===== src/rtl/shift_pkg.sv =====
// rtl/shift_pkg.sv - op encodings and width helper for the universal shift register
package shift_pkg;

    localparam logic [1:0] OP_HOLD = 2'd0;
    localparam logic [1:0] OP_LOAD = 2'd1;
    localparam logic [1:0] OP_SHR  = 2'd2;
    localparam logic [1:0] OP_SHL  = 2'd3;

    // Bits needed to hold the values 0..n inclusive.
    function automatic int clog2_p1(input int n);
        int r;
        r = 0;
        for (int i = 0; i < 32; i++) begin
            if ((64'd1 << r) < 64'(n) + 64'd1) begin
                r = r + 1;
            end
        end
        return (r < 1) ? 1 : r;
    endfunction

endpackage


===== src/rtl/sat_cnt.sv =====
// rtl/sat_cnt.sv - saturating up-counter with synchronous clear and registered at_max flag
module sat_cnt
    import shift_pkg::*;
#(
    parameter int MAX = 8,
    parameter int W   = clog2_p1(MAX)
) (
    input  logic         clk,
    input  logic         clr_n,
    input  logic         clr,
    input  logic         en,
    output logic [W-1:0] cnt,
    output logic         at_max
);

    localparam logic [W-1:0] MAX_V = W'(MAX);

    logic [W-1:0] cnt_inc;

    assign cnt_inc = cnt + 1'b1;

    always_ff @(posedge clk or negedge clr_n) begin
        if (!clr_n) begin
            cnt    <= '0;
            at_max <= 1'b0;
        end else if (clr) begin
            cnt    <= '0;
            at_max <= 1'b0;
        end else if (en && (cnt != MAX_V)) begin
            cnt    <= cnt_inc;
            at_max <= (cnt_inc == MAX_V);
        end
    end

endmodule


===== src/rtl/shift_reg_univ.sv =====
// rtl/shift_reg_univ.sv - universal shift register with load, shifts and saturating shift count
module shift_reg_univ
    import shift_pkg::*;
#(
    parameter int N  = 8,
    parameter int CW = clog2_p1(N)
) (
    input  logic          clk,
    input  logic          clr_n,
    input  logic          load,
    input  logic          shiftr,
    input  logic          shiftl,
    input  logic          arith,
    input  logic          si,
    input  logic [N-1:0]  D,
    output logic [N-1:0]  Q,
    output logic          so,
    output logic [CW-1:0] cnt,
    output logic          done
);

    logic [1:0]   op;
    logic [N-1:0] shr_val;
    logic [N-1:0] shl_val;
    logic [N-1:0] q_nxt;
    logic         so_nxt;
    logic         cnt_en;
    logic         cnt_clr;
    logic         shr_fill;

    assign shr_fill = arith ? Q[N-1] : si;

    generate
        if (N == 1) begin : g_narrow
            assign shr_val = shr_fill;
            assign shl_val = si;
        end else begin : g_wide
            assign shr_val = {shr_fill, Q[N-1:1]};
            assign shl_val = {Q[N-2:0], si};
        end
    endgenerate

    always_comb begin
        op = OP_HOLD;
        if (load) begin
            op = OP_LOAD;
        end else if (shiftr) begin
            op = OP_SHR;
        end else if (shiftl) begin
            op = OP_SHL;
        end
    end

    // Shifts are dropped once the count has saturated; load always wins.
    always_comb begin
        q_nxt   = Q;
        so_nxt  = so;
        cnt_en  = 1'b0;
        cnt_clr = 1'b0;
        case (op)
            OP_LOAD: begin
                q_nxt   = D;
                cnt_clr = 1'b1;
            end
            OP_SHR: begin
                if (!done) begin
                    q_nxt  = shr_val;
                    so_nxt = Q[0];
                    cnt_en = 1'b1;
                end
            end
            OP_SHL: begin
                if (!done) begin
                    q_nxt  = shl_val;
                    so_nxt = Q[N-1];
                    cnt_en = 1'b1;
                end
            end
            default: begin
                q_nxt = Q;
            end
        endcase
    end

    always_ff @(posedge clk or negedge clr_n) begin
        if (!clr_n) begin
            Q  <= '0;
            so <= 1'b0;
        end else begin
            Q  <= q_nxt;
            so <= so_nxt;
        end
    end

    sat_cnt #(
        .MAX (N),
        .W   (CW)
    ) u_sat_cnt (
        .clk    (clk),
        .clr_n  (clr_n),
        .clr    (cnt_clr),
        .en     (cnt_en),
        .cnt    (cnt),
        .at_max (done)
    );

endmodule


===== config.mk =====
export PLATFORM = sky130hd
export DESIGN_NAME = shift_reg_univ
export DESIGN_NICKNAME = d
export VERILOG_FILES = /design/src/rtl/shift_pkg.sv /design/src/rtl/sat_cnt.sv /design/src/rtl/shift_reg_univ.sv
export SDC_FILE = /design/constraint.sdc
export NUM_CORES = 1
export LEC_CHECK = 0
export CORE_MARGIN = 1.5
export CORE_UTILIZATION = 45
export DETAILED_ROUTE_END_ITERATION = 16
export DONT_BUFFER_PORTS = 1
export GPL_ROUTABILITY_DRIVEN = 0
export PLACE_DENSITY = 0.6
export SYNTH_ARGS = -nofsm -noshare
export SYNTH_HDL_FRONTEND = slang
export SYNTH_SLANG_ARGS = --single-unit

===== constraint.sdc =====
create_clock -name clk -period 1.6 [get_ports clk]
set_clock_uncertainty 0.15 [all_clocks]
set_input_delay 0.32 -clock clk [delete_from_list [all_inputs] [get_ports clk]]
set_output_delay 0.32 -clock clk [all_outputs]
set_load 0.02 [all_outputs]

== After elaboration in Yosys (flattened, before gate mapping) ==
Index checks and enable logic that the tools add are counted.
Storage, ports and cells
  register bits: 14
  latch bits: 0
  memory bits (writable): 0
  bits in read-only memories: 0
  bits of input ports: 15
  output and inout bits: 14
  word-level logic and storage cells: 39
  memories: 0
Cells by class
  add/subtract/negate cells: 1
  multipliers: 0
  div/mod/pow operators: 0
  magnitude comparators: 0
  equal/unequal tests: 8
  shift-type cells: 0
  mux-type cells: 17
  bitwise gates (word level): 0
  reductions and logical operators: 8
Operators by type and width (count)
  $pmux W8 S3: 1
  $mux W8: 2
  $mux W1: 8
  $mux W4: 2
  $mux W2: 3
  $ne A2 B2 Y1 const B: 3
  $reduce_and A3 Y1: 2
  $add A4 B1 Y4 const B: 1
  $eq A2 B2 Y1 const B: 2
  $eq A4 B4 Y1 const B: 1
  $ne A4 B4 Y1 const B: 1
  $reduce_and A4 Y1: 1
  $reduce_bool A2 Y1: 2
  $reduce_bool A3 Y1: 1
  $eq A2 B1 Y1 const B: 1
  $pmux W1 S2: 1
  $reduce_or A2 Y1: 1
  $logic_and A1 B1 Y1: 1

== Longest topological paths before layout ==
Gate-level depths: netlist of run 1.
  depth after elaboration: 9
  depth in mapped cells: 5
  depth with buffers taken out: 5

== Cells and area by module ==
Synthesis of run 1 repeated with hierarchy kept, for this count alone.
Second synthesis, totals
  cells, all modules: 93
  area total of the unflattened synthesis: 912.1 um^2
Modules (own cells, without submodules)
  shift_reg_univ: times used 1, cells an instance 61, area an instance 608.1 um^2, seq. area each 225.2 um^2
  sat_cnt: times used 1, cells an instance 32, area an instance 304.0 um^2, seq. area each 125.1 um^2

== Worst setup path before layout of run 1 ==
Ideal clock, no wire load.
  path kind: flip-flop to flip-flop
  start point: register u_sat_cnt.cnt[0]
  end point: register u_sat_cnt.at_max
  setup time: 0.095 ns
  arrival: 1.313 ns
  data required time: 1.355 ns
  path slack: 0.042 ns
  cell stages (with the launch flop): 6
  path buffers: 0
  clock period less this slack: 1.558 ns
  cell sequence: dfrtp_1 > inv_1 > ha_1 > a211oi_1 > a21oi_1 > o31ai_1
Between the ends
  cells in the longest elaborated chain, start to end: 4
  elaborated cells on any way between the ends: 7
  classes of those cells: add/sub (1); eq/ne (2); mux (2); reduce/logical (2)
Ends and longest elaborated chain
  start, declared: RTL line sat_cnt.sv:12  | output logic [W-1:0] cnt,
  start signal, assigned: RTL line sat_cnt.sv:30  | cnt <= cnt_inc;
  $add A4 B1 Y4: RTL line sat_cnt.sv:20  | assign cnt_inc = cnt + 1'b1;
  $eq A4 B4 Y1: RTL line sat_cnt.sv:31  | at_max <= (cnt_inc == MAX_V);
  $mux W1: RTL line sat_cnt.sv:29  | end else if (en && (cnt != MAX_V)) begin
  $mux W1: RTL line sat_cnt.sv:26  | end else if (clr) begin
  end signal, assigned: RTL line sat_cnt.sv:31
  end, declared: RTL line sat_cnt.sv:13  | output logic at_max
Parallel ways exist; a longest one is shown, timed or not. The select of a mux whose other input is x is not followed.
A chain may end at the register's enable or synchronous reset.

== Worst setup path in the final report of run 1 ==
Ends and elaborated chain as after synthesis.

==> run summary, run 1 <==
Slew at the pin closest to its max-slew limit = 0.667 ns
Die height = 46.1 µm
CP max stage cell = dfrtp_2
Crit path kind = reg2reg
Worst Path Required = 1.64 ns
Seq cells post-synth = 14
Cells after DPL = 107
DR iter-0 viols = 14
GRT Util Overall = 19.8%
Total number of vias = 709
Worst EP arrival = 1.52 ns
Hold Crit Class = in2reg
Post-route non-filler standard cell count = 113
Placeable Area = 1750 µm²
Post-synthesis cell type count = 29
CP Buf/Inv Count = 1
Clk network pwr share = 30.3%
Syn-to-layout area delta = 10.9%
Routed wire per std cell = 16.7 µm
Post-synth ARST share = 100%
Outcome = completed
CP Capture Type = register
Final Hold Vio Count = 0
Peak VDD IR = 0.428 mV
Total stage count of the critical path = 5
Synth Warn # = 0
Die area = 2130 µm²
Synth top area share = 41.9%
Synth Net Count = 100
Synth top cells by count = 14 x dfrtp_1, 12 x o21ai_0, 7 x a21oi_1, 7 x a221oi_1, 7 x o2bb2ai_1
Worst slew margin = 55.4%
Final setup fails = 0
I/O Pins = 29
Initial DRT Pass Iterations = 4
Mapped cell area = 837 µm²
Horiz. Die Dim = 46.1 µm
Reg power frac = 55.1%
Cells after Synth = 82
CTS Buf Count = 3
Overflow left after global routing = 0
Startpoint Class = register
Fin crit share = 92.6%
RSZ-0062 raised after global routing = false
Port Buffers = 0
Crit-path max FO = 6
Power Density = 907 nW/µm²
CTS tree = yes
Combinational share of power = 14.6%
Post-synth EDFFs = 0
First-pass GRT wire length = 3010 µm
Synth Flop Type = dfrtp_1
Most frequent cell after synthesis = dfrtp_1
Max H-tree Level = 1
FMAX = 675 MHz
Int Pwr = 584 µW
CTS sink count = 14
Layout cells sized above 1 = 15.9%
Largest net degree at the start of global routing = 17
Ant diodes = 0
Largest cells by area after synthesis = dfrtp_1 42%, a221oi_1 7.3%, o2bb2ai_1 7.3%
Sw Ratio = 30.6%
Clock Tree Buf Depth = 2
HPWL Detailed = 1320 µm
Root Driver = clkbuf_4
Final min period = 1.48 ns
Via density = 6.27
Leakage power = 0.367 nW
Switch Pwr = 258 µW
Routed Antenna Nets = 0
Tot Pwr = 842 µW
Critical path, cell by cell = inv_1, ha_1, a211oi_1, a21oi_1, o31ai_1
Cell Rows = 15
Initial antenna violation count = 0
CTS clock-pin slew for the worst setup and hold paths = 0.09 ns
Worst Hold Depth = 2
Clk_lat worst skew = 0.27 ns
Max Slew Vio Count = 0
Setup TNS = 0 ns
Synth area leader = dfrtp_1
Worst path top cell family by delay = compound AO/OA/AOI/OAI gates
Final net count = 107
Initial Utilization = 48.0%
Seq/Total Area, Yosys = 41.9%
Final routed DRC violation total = 0
Post-CTS setup buffer count = 0
MaxCap Viol Count = 0
Vias in the first global route = 664
DRT Wirelength = 1890 µm
CP max stage delay = 0.42 ns
Syn Area/Cell = 10.2 µm²
FF-to-FF path depth = 5
-- what timing repair did --
action | in CTS | in global routing
hold endpoints to repair | 19 | 0
endpoints found under the setup margin | 0 | 1
hold buffers | 2 | 0
resized for setup | 0 | 1
-- kinds of logic after synthesis --
group	Yosys count	synth area share (%)
flops	14	41.9
simple gates	14	10.9
xor+xnor	1	1.05
fa+ha+maj	3	4.48
buf+inv	8	5.08
compound gates	40	34.1
mux	2	2.54
-- registers in the layout (all words and copies together) (netlist names) --
signal,flops
so,1
Q,8
u_sat_cnt.cnt,4
u_sat_cnt.at_max,1
-- cell usage in the layout, fill, tap and decap left out, drive strengths merged, types with 2 or more instances in the layout --
cell type,n
a221oi,7
nand3,4
clkbuf,4
o2bb2ai,7
o21ai,12
a21oi,7
o31ai,2
buf,4
inv,4
nand3b,3
o21ba,2
dfrtp,14
dlygate4sd3,2
ha,3
-- final timing paths --
kind | slack, ns | endpoint | startpoint
max | 0.12 | u_sat_cnt.at_max | u_sat_cnt.cnt[0]
min | 0.06 | so | load
min reg2reg | 0.47 | u_sat_cnt.cnt[0] | u_sat_cnt.cnt[0]
max reg2reg | 0.12 | u_sat_cnt.at_max | u_sat_cnt.cnt[0]
max in group asynchronous | 0.47 | u_sat_cnt.cnt[0] | clr_n
min in group asynchronous | 0.36 | u_sat_cnt.cnt[2] | clr_n
-- layer usage --
metal | GRT usage (%) | vias up | part of all wire (%)
met4 | 6.86 | 0 | 0.63
met5 | 0 | - | 0
met3 | 3.53 | 2 | 6.5
met1 | 30.4 | 346 | 49
met2 | 27.5 | 26 | 44
li1 | - | 335 | -
-- power by group through the flow --
stage	clock network, mW	logic, mW	registers [mW]
after floorplan	0	0.0921	0.467
after global placement	0	0.109	0.469
after detailed placement	0	0.111	0.471
after CTS	0.266	0.124	0.464
after global routing	0.279	0.140	0.471
final	0.255	0.123	0.464
-- cell type report --
cell class | count | area, µm²
Clock buffer | 4 | 36.3
Fill cell | 177 | 817
Inverter | 4 | 15.0
Multi-Input combinational cell | 60 | 444
Sequential cell | 14 | 352
Tap cell | 25 | 31.3
Timing Repair Buffer | 6 | 50.0
-- stage by stage --
stage | utilization (%) | area (µm²) | hold slack [ns] | setup slack (ns)
after CTS | 53.1 | 927 | 0.0574 | 0.0663
after global routing | 53.2 | 928 | 0.0527 | 0.0408
final | 53.2 | 928 | 0.0634 | 0.118
after detailed placement | 49.9 | 871 | -0.125 | 0.0861
after floorplan | - | 837 | -0.126 | 0.0416
after global placement | 49.9 | 871 | -0.125 | 0.145
Power figures use the tool's default switching activity.
==> run 2: changes to the inputs <==
- GPL_TIMING_DRIVEN: not set -> 1
==> results of run 2 <==
No change in the layout: final DEF, timing and power equal those of run 1.
